===== src/rtl/exe_ctrl_update_queue_if.sv =====
// Bundle of the two handshake sides of the control-update queue.
//   exeCtrl*_i : resolved CTI from the control execution pipe (no backpressure)
//   updReady_i : predictor/BTB update port accepts the head entry
//   upd*_o     : head entry presented to the predictor update port
// slave  = queue side, master = producer/consumer side (bench or core glue).
interface exe_ctrl_update_queue_if #(
    parameter int PC_W   = 32,
    parameter int TYPE_W = 2,
    parameter int CTI_W  = 4
);
    logic              exeCtrlValid_i;
    logic [PC_W-1:0]   exeCtrlPC_i;
    logic [PC_W-1:0]   exeCtrlNPC_i;
    logic [TYPE_W-1:0] exeCtrlType_i;
    logic              exeCtrlDir_i;
    logic [CTI_W-1:0]  exeCtiID_i;
    logic              updReady_i;
    logic              updValid_o;
    logic [PC_W-1:0]   updPC_o;
    logic [PC_W-1:0]   updNPC_o;
    logic [TYPE_W-1:0] updType_o;
    logic              updDir_o;
    logic [CTI_W-1:0]  updCtiID_o;

    modport slave (
        input  exeCtrlValid_i, exeCtrlPC_i, exeCtrlNPC_i, exeCtrlType_i,
               exeCtrlDir_i, exeCtiID_i, updReady_i,
        output updValid_o, updPC_o, updNPC_o, updType_o, updDir_o, updCtiID_o
    );

    modport master (
        output exeCtrlValid_i, exeCtrlPC_i, exeCtrlNPC_i, exeCtrlType_i,
               exeCtrlDir_i, exeCtiID_i, updReady_i,
        input  updValid_o, updPC_o, updNPC_o, updType_o, updDir_o, updCtiID_o
    );
endinterface


===== src/rtl/exe_ctrl_update_queue.sv =====
// In-order queue between the control execution pipe and the branch
// predictor/BTB update port. The execution pipe cannot stall, so pushes that
// find the queue full (and no pop in the same cycle) are dropped and counted.
// Ports:
//   clk, reset   : core clock, asynchronous active-low reset
//   flush_i      : synchronous clear of all entries (drop counter kept)
//   q_if         : exeCtrl* push side and upd* drain side (slave modport)
//   count_o      : registered occupancy 0..DEPTH
//   dropCnt_o    : registered saturating count of dropped pushes
module exe_ctrl_update_queue #(
    parameter int DEPTH      = 8,
    parameter int DROP_CNT_W = 16,
    parameter int PC_W       = 32,
    parameter int TYPE_W     = 2,
    parameter int CTI_W      = 4
) (
    input  logic                      clk,
    input  logic                      reset,
    input  logic                      flush_i,
    exe_ctrl_update_queue_if.slave    q_if,
    output logic [$clog2(DEPTH):0]    count_o,
    output logic [DROP_CNT_W-1:0]     dropCnt_o
);
    localparam int PTR_W = $clog2(DEPTH);
    localparam int CNT_W = PTR_W + 1;

    typedef struct packed {
        logic [PC_W-1:0]   pc;
        logic [PC_W-1:0]   npc;
        logic [TYPE_W-1:0] typ;
        logic              dir;
        logic [CTI_W-1:0]  cti;
    } entry_t;

    entry_t                mem_q [DEPTH];
    logic [PTR_W-1:0]      wr_ptr_q, wr_ptr_d;
    logic [PTR_W-1:0]      rd_ptr_q, rd_ptr_d;
    logic [CNT_W-1:0]      count_q, count_d;
    logic [DROP_CNT_W-1:0] drop_q, drop_d;

    logic   push, pop, full, push_ok, drop;
    entry_t wdata, head;

    // flush masks both events, so a push during flush is neither stored nor
    // counted as a drop.
    assign push    = q_if.exeCtrlValid_i & ~flush_i;
    assign pop     = (count_q != '0) & q_if.updReady_i & ~flush_i;
    assign full    = (count_q == CNT_W'(DEPTH));
    // When full, a same-cycle pop frees the slot the push writes into.
    assign push_ok = push & (~full | pop);
    assign drop    = push & ~push_ok;

    assign wdata = '{pc:  q_if.exeCtrlPC_i,
                     npc: q_if.exeCtrlNPC_i,
                     typ: q_if.exeCtrlType_i,
                     dir: q_if.exeCtrlDir_i,
                     cti: q_if.exeCtiID_i};

    always_comb begin
        wr_ptr_d = wr_ptr_q;
        rd_ptr_d = rd_ptr_q;
        count_d  = count_q;
        drop_d   = drop_q;
        if (flush_i) begin
            wr_ptr_d = '0;
            rd_ptr_d = '0;
            count_d  = '0;
        end else begin
            if (push_ok) wr_ptr_d = wr_ptr_q + PTR_W'(1);
            if (pop)     rd_ptr_d = rd_ptr_q + PTR_W'(1);
            if (push_ok && !pop)      count_d = count_q + CNT_W'(1);
            else if (pop && !push_ok) count_d = count_q - CNT_W'(1);
            if (drop && (drop_q != '1)) drop_d = drop_q + DROP_CNT_W'(1);
        end
    end

    always_ff @(posedge clk or negedge reset) begin
        if (!reset) begin
            wr_ptr_q <= '0;
            rd_ptr_q <= '0;
            count_q  <= '0;
            drop_q   <= '0;
        end else begin
            wr_ptr_q <= wr_ptr_d;
            rd_ptr_q <= rd_ptr_d;
            count_q  <= count_d;
            drop_q   <= drop_d;
        end
    end

    // Entry storage is data-only; validity comes from count_q.
    always_ff @(posedge clk) begin
        if (push_ok) mem_q[wr_ptr_q] <= wdata;
    end

    assign head = mem_q[rd_ptr_q];

    assign q_if.updValid_o = (count_q != '0);
    assign q_if.updPC_o    = head.pc;
    assign q_if.updNPC_o   = head.npc;
    assign q_if.updType_o  = head.typ;
    assign q_if.updDir_o   = head.dir;
    assign q_if.updCtiID_o = head.cti;

    assign count_o   = count_q;
    assign dropCnt_o = drop_q;
endmodule


===== src/flat_wrapper.sv =====
// flat-port wrapper written by rule: the top's interface ports become plain ports
module exe_ctrl_update_queue_flat 
#(
    parameter int DEPTH      = 8,
    parameter int DROP_CNT_W = 16,
    parameter int PC_W       = 32,
    parameter int TYPE_W     = 2,
    parameter int CTI_W      = 4
)
  (clk, reset, flush_i, count_o, dropCnt_o, q_if_exeCtrlValid_i, q_if_exeCtrlPC_i, q_if_exeCtrlNPC_i, q_if_exeCtrlType_i, q_if_exeCtrlDir_i, q_if_exeCtiID_i, q_if_updReady_i, q_if_updValid_o, q_if_updPC_o, q_if_updNPC_o, q_if_updType_o, q_if_updDir_o, q_if_updCtiID_o);
  exe_ctrl_update_queue_if #(.PC_W(PC_W), .TYPE_W(TYPE_W), .CTI_W(CTI_W)) q_if_i ();
  input  logic clk;
  input  logic reset;
  input  logic flush_i;
  output logic [$clog2(DEPTH):0] count_o;
  output logic [DROP_CNT_W-1:0] dropCnt_o;
  input wire logic [$bits(q_if_i.exeCtrlValid_i)-1:0] q_if_exeCtrlValid_i;
  input wire logic [$bits(q_if_i.exeCtrlPC_i)-1:0] q_if_exeCtrlPC_i;
  input wire logic [$bits(q_if_i.exeCtrlNPC_i)-1:0] q_if_exeCtrlNPC_i;
  input wire logic [$bits(q_if_i.exeCtrlType_i)-1:0] q_if_exeCtrlType_i;
  input wire logic [$bits(q_if_i.exeCtrlDir_i)-1:0] q_if_exeCtrlDir_i;
  input wire logic [$bits(q_if_i.exeCtiID_i)-1:0] q_if_exeCtiID_i;
  input wire logic [$bits(q_if_i.updReady_i)-1:0] q_if_updReady_i;
  output wire logic [$bits(q_if_i.updValid_o)-1:0] q_if_updValid_o;
  output wire logic [$bits(q_if_i.updPC_o)-1:0] q_if_updPC_o;
  output wire logic [$bits(q_if_i.updNPC_o)-1:0] q_if_updNPC_o;
  output wire logic [$bits(q_if_i.updType_o)-1:0] q_if_updType_o;
  output wire logic [$bits(q_if_i.updDir_o)-1:0] q_if_updDir_o;
  output wire logic [$bits(q_if_i.updCtiID_o)-1:0] q_if_updCtiID_o;
  assign q_if_i.exeCtrlValid_i = q_if_exeCtrlValid_i;
  assign q_if_i.exeCtrlPC_i = q_if_exeCtrlPC_i;
  assign q_if_i.exeCtrlNPC_i = q_if_exeCtrlNPC_i;
  assign q_if_i.exeCtrlType_i = q_if_exeCtrlType_i;
  assign q_if_i.exeCtrlDir_i = q_if_exeCtrlDir_i;
  assign q_if_i.exeCtiID_i = q_if_exeCtiID_i;
  assign q_if_i.updReady_i = q_if_updReady_i;
  assign q_if_updValid_o = q_if_i.updValid_o;
  assign q_if_updPC_o = q_if_i.updPC_o;
  assign q_if_updNPC_o = q_if_i.updNPC_o;
  assign q_if_updType_o = q_if_i.updType_o;
  assign q_if_updDir_o = q_if_i.updDir_o;
  assign q_if_updCtiID_o = q_if_i.updCtiID_o;
  exe_ctrl_update_queue #(.DEPTH(DEPTH), .DROP_CNT_W(DROP_CNT_W), .PC_W(PC_W), .TYPE_W(TYPE_W), .CTI_W(CTI_W)) u_core (.clk(clk), .reset(reset), .flush_i(flush_i), .q_if(q_if_i), .count_o(count_o), .dropCnt_o(dropCnt_o));
endmodule

===== config.mk =====
export PLATFORM = sky130hd
export DESIGN_NAME = exe_ctrl_update_queue_flat
export DESIGN_NICKNAME = d
export VERILOG_FILES = /design/src/rtl/exe_ctrl_update_queue_if.sv /design/src/rtl/exe_ctrl_update_queue.sv /design/src/flat_wrapper.sv
export SDC_FILE = /design/constraint.sdc
export NUM_CORES = 1
export LEC_CHECK = 0
export ABC_CLOCK_PERIOD_IN_PS = 8200
export CORE_MARGIN = 5
export CORE_UTILIZATION = 45
export DETAILED_ROUTE_END_ITERATION = 16
export PLACE_DENSITY = 0.61
export SLEW_MARGIN = 20
export SYNTH_ARGS = -nofsm -noshare
export SYNTH_HDL_FRONTEND = slang
export SYNTH_SLANG_ARGS = --single-unit

===== constraint.sdc =====
create_clock -name clk -period 8.2 [get_ports clk]
set_input_delay 2.05 -clock clk [delete_from_list [all_inputs] [get_ports clk]]
set_output_delay 2.05 -clock clk [all_outputs]
set_load 0.02 [all_outputs]

-- Yosys cells after proc, flatten, opt, wreduce, memory -nomap -nowiden
Memory sizes are Yosys's and may differ from the RTL's.
Index checks and enable logic that the tools add are counted.
- input bits: 76
- output and inout port bits: 92
- bits in registers: 26
- RAM bits: 568
- memories: 1
- memories (name ; words ; width ; rd ports ; clocked after memory_dff ; write ports ; RTL line ; RTL):
    u_core.mem_q ; 8 ; 71 ; 1 ; 0 ; 1 ; exe_ctrl_update_queue.sv:35 ; entry_t mem_q [DEPTH];
- add/subtract/negate cells: 5
- reductions and logical operators: 10
- mux-type cells: 9
- bitwise gates (word level): 9
- equal/unequal tests: 2
- operators by type and width (cell ; count):
    16-bit by 1-bit adder with 16-bit output, second input constant ; 1
    16-bit inequality test, second input constant ; 1
    3-bit two-way mux ; 4
    4-bit two-way mux ; 3
    3-bit by 1-bit adder with 3-bit output, second input constant ; 2
    1-bit AND ; 5
    4-bit by 1-bit adder with 4-bit output, second input constant ; 1
    4-bit equality test, second input constant ; 1
    2-bit nonzero test ; 2
    4-bit nonzero test ; 1
    4-bit by 1-bit subtractor with 4-bit output, second input constant ; 1
    1-bit logical AND ; 3
    1-bit NOT ; 3
    3-bit nonzero test ; 1
    1-bit zero test ; 2
    1-bit two-way mux ; 2
    2-bit AND reduction ; 1
    1-bit OR ; 1

-- Depth between registers and ports, before layout
- depth after elaboration: 10
- mapped depth: 7
- depth with buffers taken out: 7

-- Worst setup path before layout
OpenSTA, ideal clock, no wires.
- path type: input to register
- start point: in q_if_updReady_i
- end point: mem u_core.mem_q[1][0] (netlist bit), enable pin
- cell stages on the path: 4
- slack: -0.062 ns
- arrival: 7.675 ns
- required time: 7.613 ns
- setup time: 0.587 ns
- buffers on the path: 0
- cells stage by stage: nand2b_1 > o21ai_0 > or3b_2 > nor3_1
- cells in the longest elaborated chain, start to end: 6
- RTL lines (what ; RTL line ; RTL):
    start: declaration ; flat_wrapper.sv:23 ; input wire logic [$bits(q_if_i.updReady_i)-1:0] q_if_updReady_i;
    1-bit AND (2 in a row) ; exe_ctrl_update_queue.sv:47 ; assign pop = (count_q != '0) & q_if.updReady_i & ~flush_i;
    1-bit OR ; exe_ctrl_update_queue.sv:50 ; assign push_ok = push & (~full | pop);
    1-bit AND ; exe_ctrl_update_queue.sv:50 ;
    1-bit two-way mux ; exe_ctrl_update_queue.sv:93 ; if (push_ok) mem_q[wr_ptr_q] <= wdata;
    1-bit two-way mux (not written as such) ; exe_ctrl_update_queue.sv:93 ;
    end: declaration ; exe_ctrl_update_queue.sv:35 ;
Every way passes these cells.

-- Worst setup path after layout
- start point: reg u_core.rd_ptr_q[1]
- end point: out q_if_updPC_o[29]
- cells in the longest elaborated chain, start to end: 1
- RTL lines (what ; RTL line ; RTL):
    start: declaration ; exe_ctrl_update_queue.sv:37 ; logic [PTR_W-1:0] rd_ptr_q, rd_ptr_d;
    start signal: assignment ; exe_ctrl_update_queue.sv:85 ; rd_ptr_q <= rd_ptr_d;
    memory 8 x 71 bit ; - ;
    end: declaration ; flat_wrapper.sv:25 ; output wire logic [$bits(q_if_i.updPC_o)-1:0] q_if_updPC_o;
Every way passes these cells.

==> out/qor.yml <==
die:
  placement_rows: 82
  die-area_um2: 55300
  die_w_um: 235
  boundaryPins: 168
  floorplan.initialDensity: 0.455
  floorplan.core_area_um2: 50200
  die-height_um: 235
synth:
  synth_commonest_cells: "edfxtp_1 (568), mux4_2 (142), mux2_2 (73)"
  synth-edff-count: 568
  adder_cell_share_of_the_synthesized_area: 0.00362
  synth_ff_type: "edfxtp_1"
  synth_top_cell_area_share: 0.748
  mappedNetlistNets: 1060
  synth_top_cells_by_area: "edfxtp_1 (75%), mux4_2 (14%), mux2_2 (3.6%)"
  biggest_area_consumer_among_synthesized_cells: "edfxtp_1"
  synthesis.yosys.warnings: 0
  synth.distinct_cells: 46
  post_synth_and_or_nand_nor_area_fraction: 0.0196
  multiplexer_fraction_of_the_synthesized_cell_area: 0.178
  share_of_synthesized_flip_flops_with_an_asynchronous_set_or_reset: 0.0438
  synthesis.area_um2: 22800
  syn-mean-instance-area_um2: 23.3
  synthesis.instances: 978
  synth-seq-cells: 594
  post-synth-top-count-cell: "edfxtp_1"
  synth_top_family_by_area: "multiplexers"
  seq_area_frac_synth: 0.776
  yosys.area_share.xor_xnor: 0.00730
  synth_compound_area_frac: 0.00625
status:
  run_status: "complete, no violations"
sta:
  max_slew.worst_pin.slew_ns: 1.01
  finalSetupViolations: 0
  grt_setup_unrepaired: "no"
  timing.final.crit_share: 0.703
  clock-skew-final_ns: 0.00845
  achievable-frequency_mhz: 173
  layout_min_cycle_time_ns: 5.77
  timing.final.hold_violations: 0
  fin_setup_tns_ns: 0
  slew-limit-headroom: 0.326
  report.final.slew_viol_count: 0
cells_and_area:
  design_area_um2: 27200
  areaGrowthSynthToFinish_pct: 19.1
  final_layout_size_suffix_gt1_frac: 0.271
  fillCellCount: 3796
  finalNetCount: 1263
  multi_input_comb_area_um2: 4950
  regArea_um2: 17700
routing:
  vias: 10400
  detail_route.wirelength_um: 45200
  first_pass_iters: 5
  wl_per_cell_um: 23.7
  route.detailed.drc: 0
  viasPerCell: 5.43
  drt_iter0_drc: 740
  ant_nets: 0
global_routing:
  overflow: 0
  pin_count_of_the_biggest_net_entering_global_routing: 82
  grt_pass1_wl_um: 68900
  grt_pass1_vias: 11200
  grtUsageTotal: 0.161
  antenna_violations_before_repair: 3
power:
  pwr_density_cell_nw_per_um2: 289
  p_sw_mw: 2.05
  vdd_ir_drop_max_mv: 0.150
  power.share.combinational: 0.231
  power_internal_mw: 5.79
  power.clock.fraction: 0.320
  total_leakage_power_nw: 8.51
  sw_frac_of_total: 0.261
  power.share.sequential: 0.449
placed_design:
  final_gp_congestion: 0.779
  placement.cell_area_um2: 25400
  port-buffer-count: 167
  detailedPlacementHpwl_um: 25400
worst_setup_path:
  critical_path.endpoint_type: "primary output"
  critical_path_maximum_fanout: 58
  critical_path.startpoint_type: "flop"
  worst-endpoint-required_ns: 6.15
  timing_worst_setup_path_type: "reg -> out"
  cp_data_arrival_time_ns: 3.72
clocking:
  post-cts-setup-buffer-count: 0
  htree_levels: 2
  tritoncts_num_sinks: 594
  cts.root.buffer_cell: "clkbuf_16"
  cts.reportedPaths.clkPinSlew_ns: 0.06
  post_cts_resized: 0
  cts_inserted_buffers: 59
  max-clock-path-buffers: 3
  cts_hold_buffers: 0
  clock_insertion_delay_worst_skew_ns: 0.60
  tritoncts_clock_tree: "built"
run:
  timing.max_cap.violations: 0
worst_hold_path:
  holdCritPathClass: "reg -> reg"
worst paths after layout:
check | end | slack (ns) | from | cells after the start
setup reg to reg | u_core.mem_q[3][33] | 4.82 | u_core.count_o[0] | 5
min in group asynchronous | u_core.dropCnt_o[7] | 1.83 | reset | 2
hold reg to reg | u_core.dropCnt_o[0] | 0.51 | u_core.dropCnt_o[0] | 1
max in group asynchronous | u_core.rd_ptr_q[0] | 6.07 | reset | 2
setup / recovery | q_if_updPC_o[29] | 2.43 | u_core.rd_ptr_q[1] | 4
hold / removal | u_core.dropCnt_o[0] | 0.51 | u_core.dropCnt_o[0] | 1
per-layer routing:
layer,vias to the layer above,part of all wire,track usage
met5,-,0.00029,0
met4,2,0.020,0.0372
met3,74,0.048,0.0374
met2,239,0.49,0.262
met1,5492,0.44,0.227
li1,4546,-,-
logic make-up after synthesis:
| kind of cell | Yosys count |
|---|---|
| AO/OA/AOI/OAI | 19 |
| buffers and inverters | 46 |
| multiplexers | 218 |
| AND/OR/NAND/NOR | 76 |
| adder cells (fa/ha/maj) | 6 |
| flip-flops | 594 |
| XOR/XNOR | 19 |
worst max-delay path, cell delays in order, from the launching register on:
cell and delay [ns]:
dfrtp_4 0.93, buf_4 0.81, mux4_2 0.43, mux2_2 0.28, clkdlybuf4s50_1 0.59
registers in the layout (all words and copies together) (netlist names):
register,count
u_core.rd_ptr_q,3
u_core.mem_q,568
u_core.wr_ptr_q,3
u_core.count_o,4
u_core.dropCnt_o,16
cells in the final DEF, fill, tap and decap left out, types with 3 or more instances in the layout:
cell	Yosys	layout
buf_4	7	16
edfxtp_1	568	568
nand2b_1	4	4
dfrtp_1	26	23
nor4_1	3	3
nor2_4	0	6
clkbuf_16	0	59
inv_1	3	3
clkbuf_1	17	13
xnor2_1	5	5
nand4_1	3	3
and3_1	4	4
nand2_1	10	10
ha_1	5	5
mux4_2	142	142
a211oi_1	3	3
bufinv_16	0	3
clkinvlp_4	0	3
nor3_1	7	5
a21oi_1	9	9
nand3_1	10	10
or3_1	3	3
clkdlybuf4s50_1	0	167
clkinv_2	0	14
mux2i_1	3	3
nand3b_1	3	3
xor2_1	14	14
nor2_1	14	8
dfrtp_4	0	3
mux2_2	73	73
clkinv_1	0	16
power by group through the flow:
stage	logic [mW]	clock network (mW)	registers, mW
floorplan	1.25	0	3.53
global placement	1.84	0	3.59
detailed placement	1.85	0	3.59
CTS	1.86	2.58	3.53
global route	1.94	2.71	3.54
finish	1.81	2.51	3.52
final cells by class:
class / instances / area share
Clock buffer: 72 / 0.0561
Tap cell: 672 / 0.0310
Multi-Input combinational cell: 338 / 0.182
Inverter: 3 / 0.000415
Sequential cell: 594 / 0.652
Antenna cell: 2 / 0.000184
Clock inverter: 39 / 0.0105
Timing Repair Buffer: 185 / 0.0674
through the flow:
step	std cells	hold slack, ns	setup slack (ns)	power (mW)	utilization
6_report	1905	0.512	2.43	7.84	0.541
5_1_grt	1903	0.533	2.15	8.19	0.541
4_1_cts	1903	0.515	2.28	7.97	0.541
3_5_place_dp	1792	0.505	2.70	5.44	0.505
3_3_place_gp	1792	0.507	2.73	5.43	0.505
2_1_floorplan	978	0.539	0.0825	4.78	-
(Power assumes the default switching activity.)
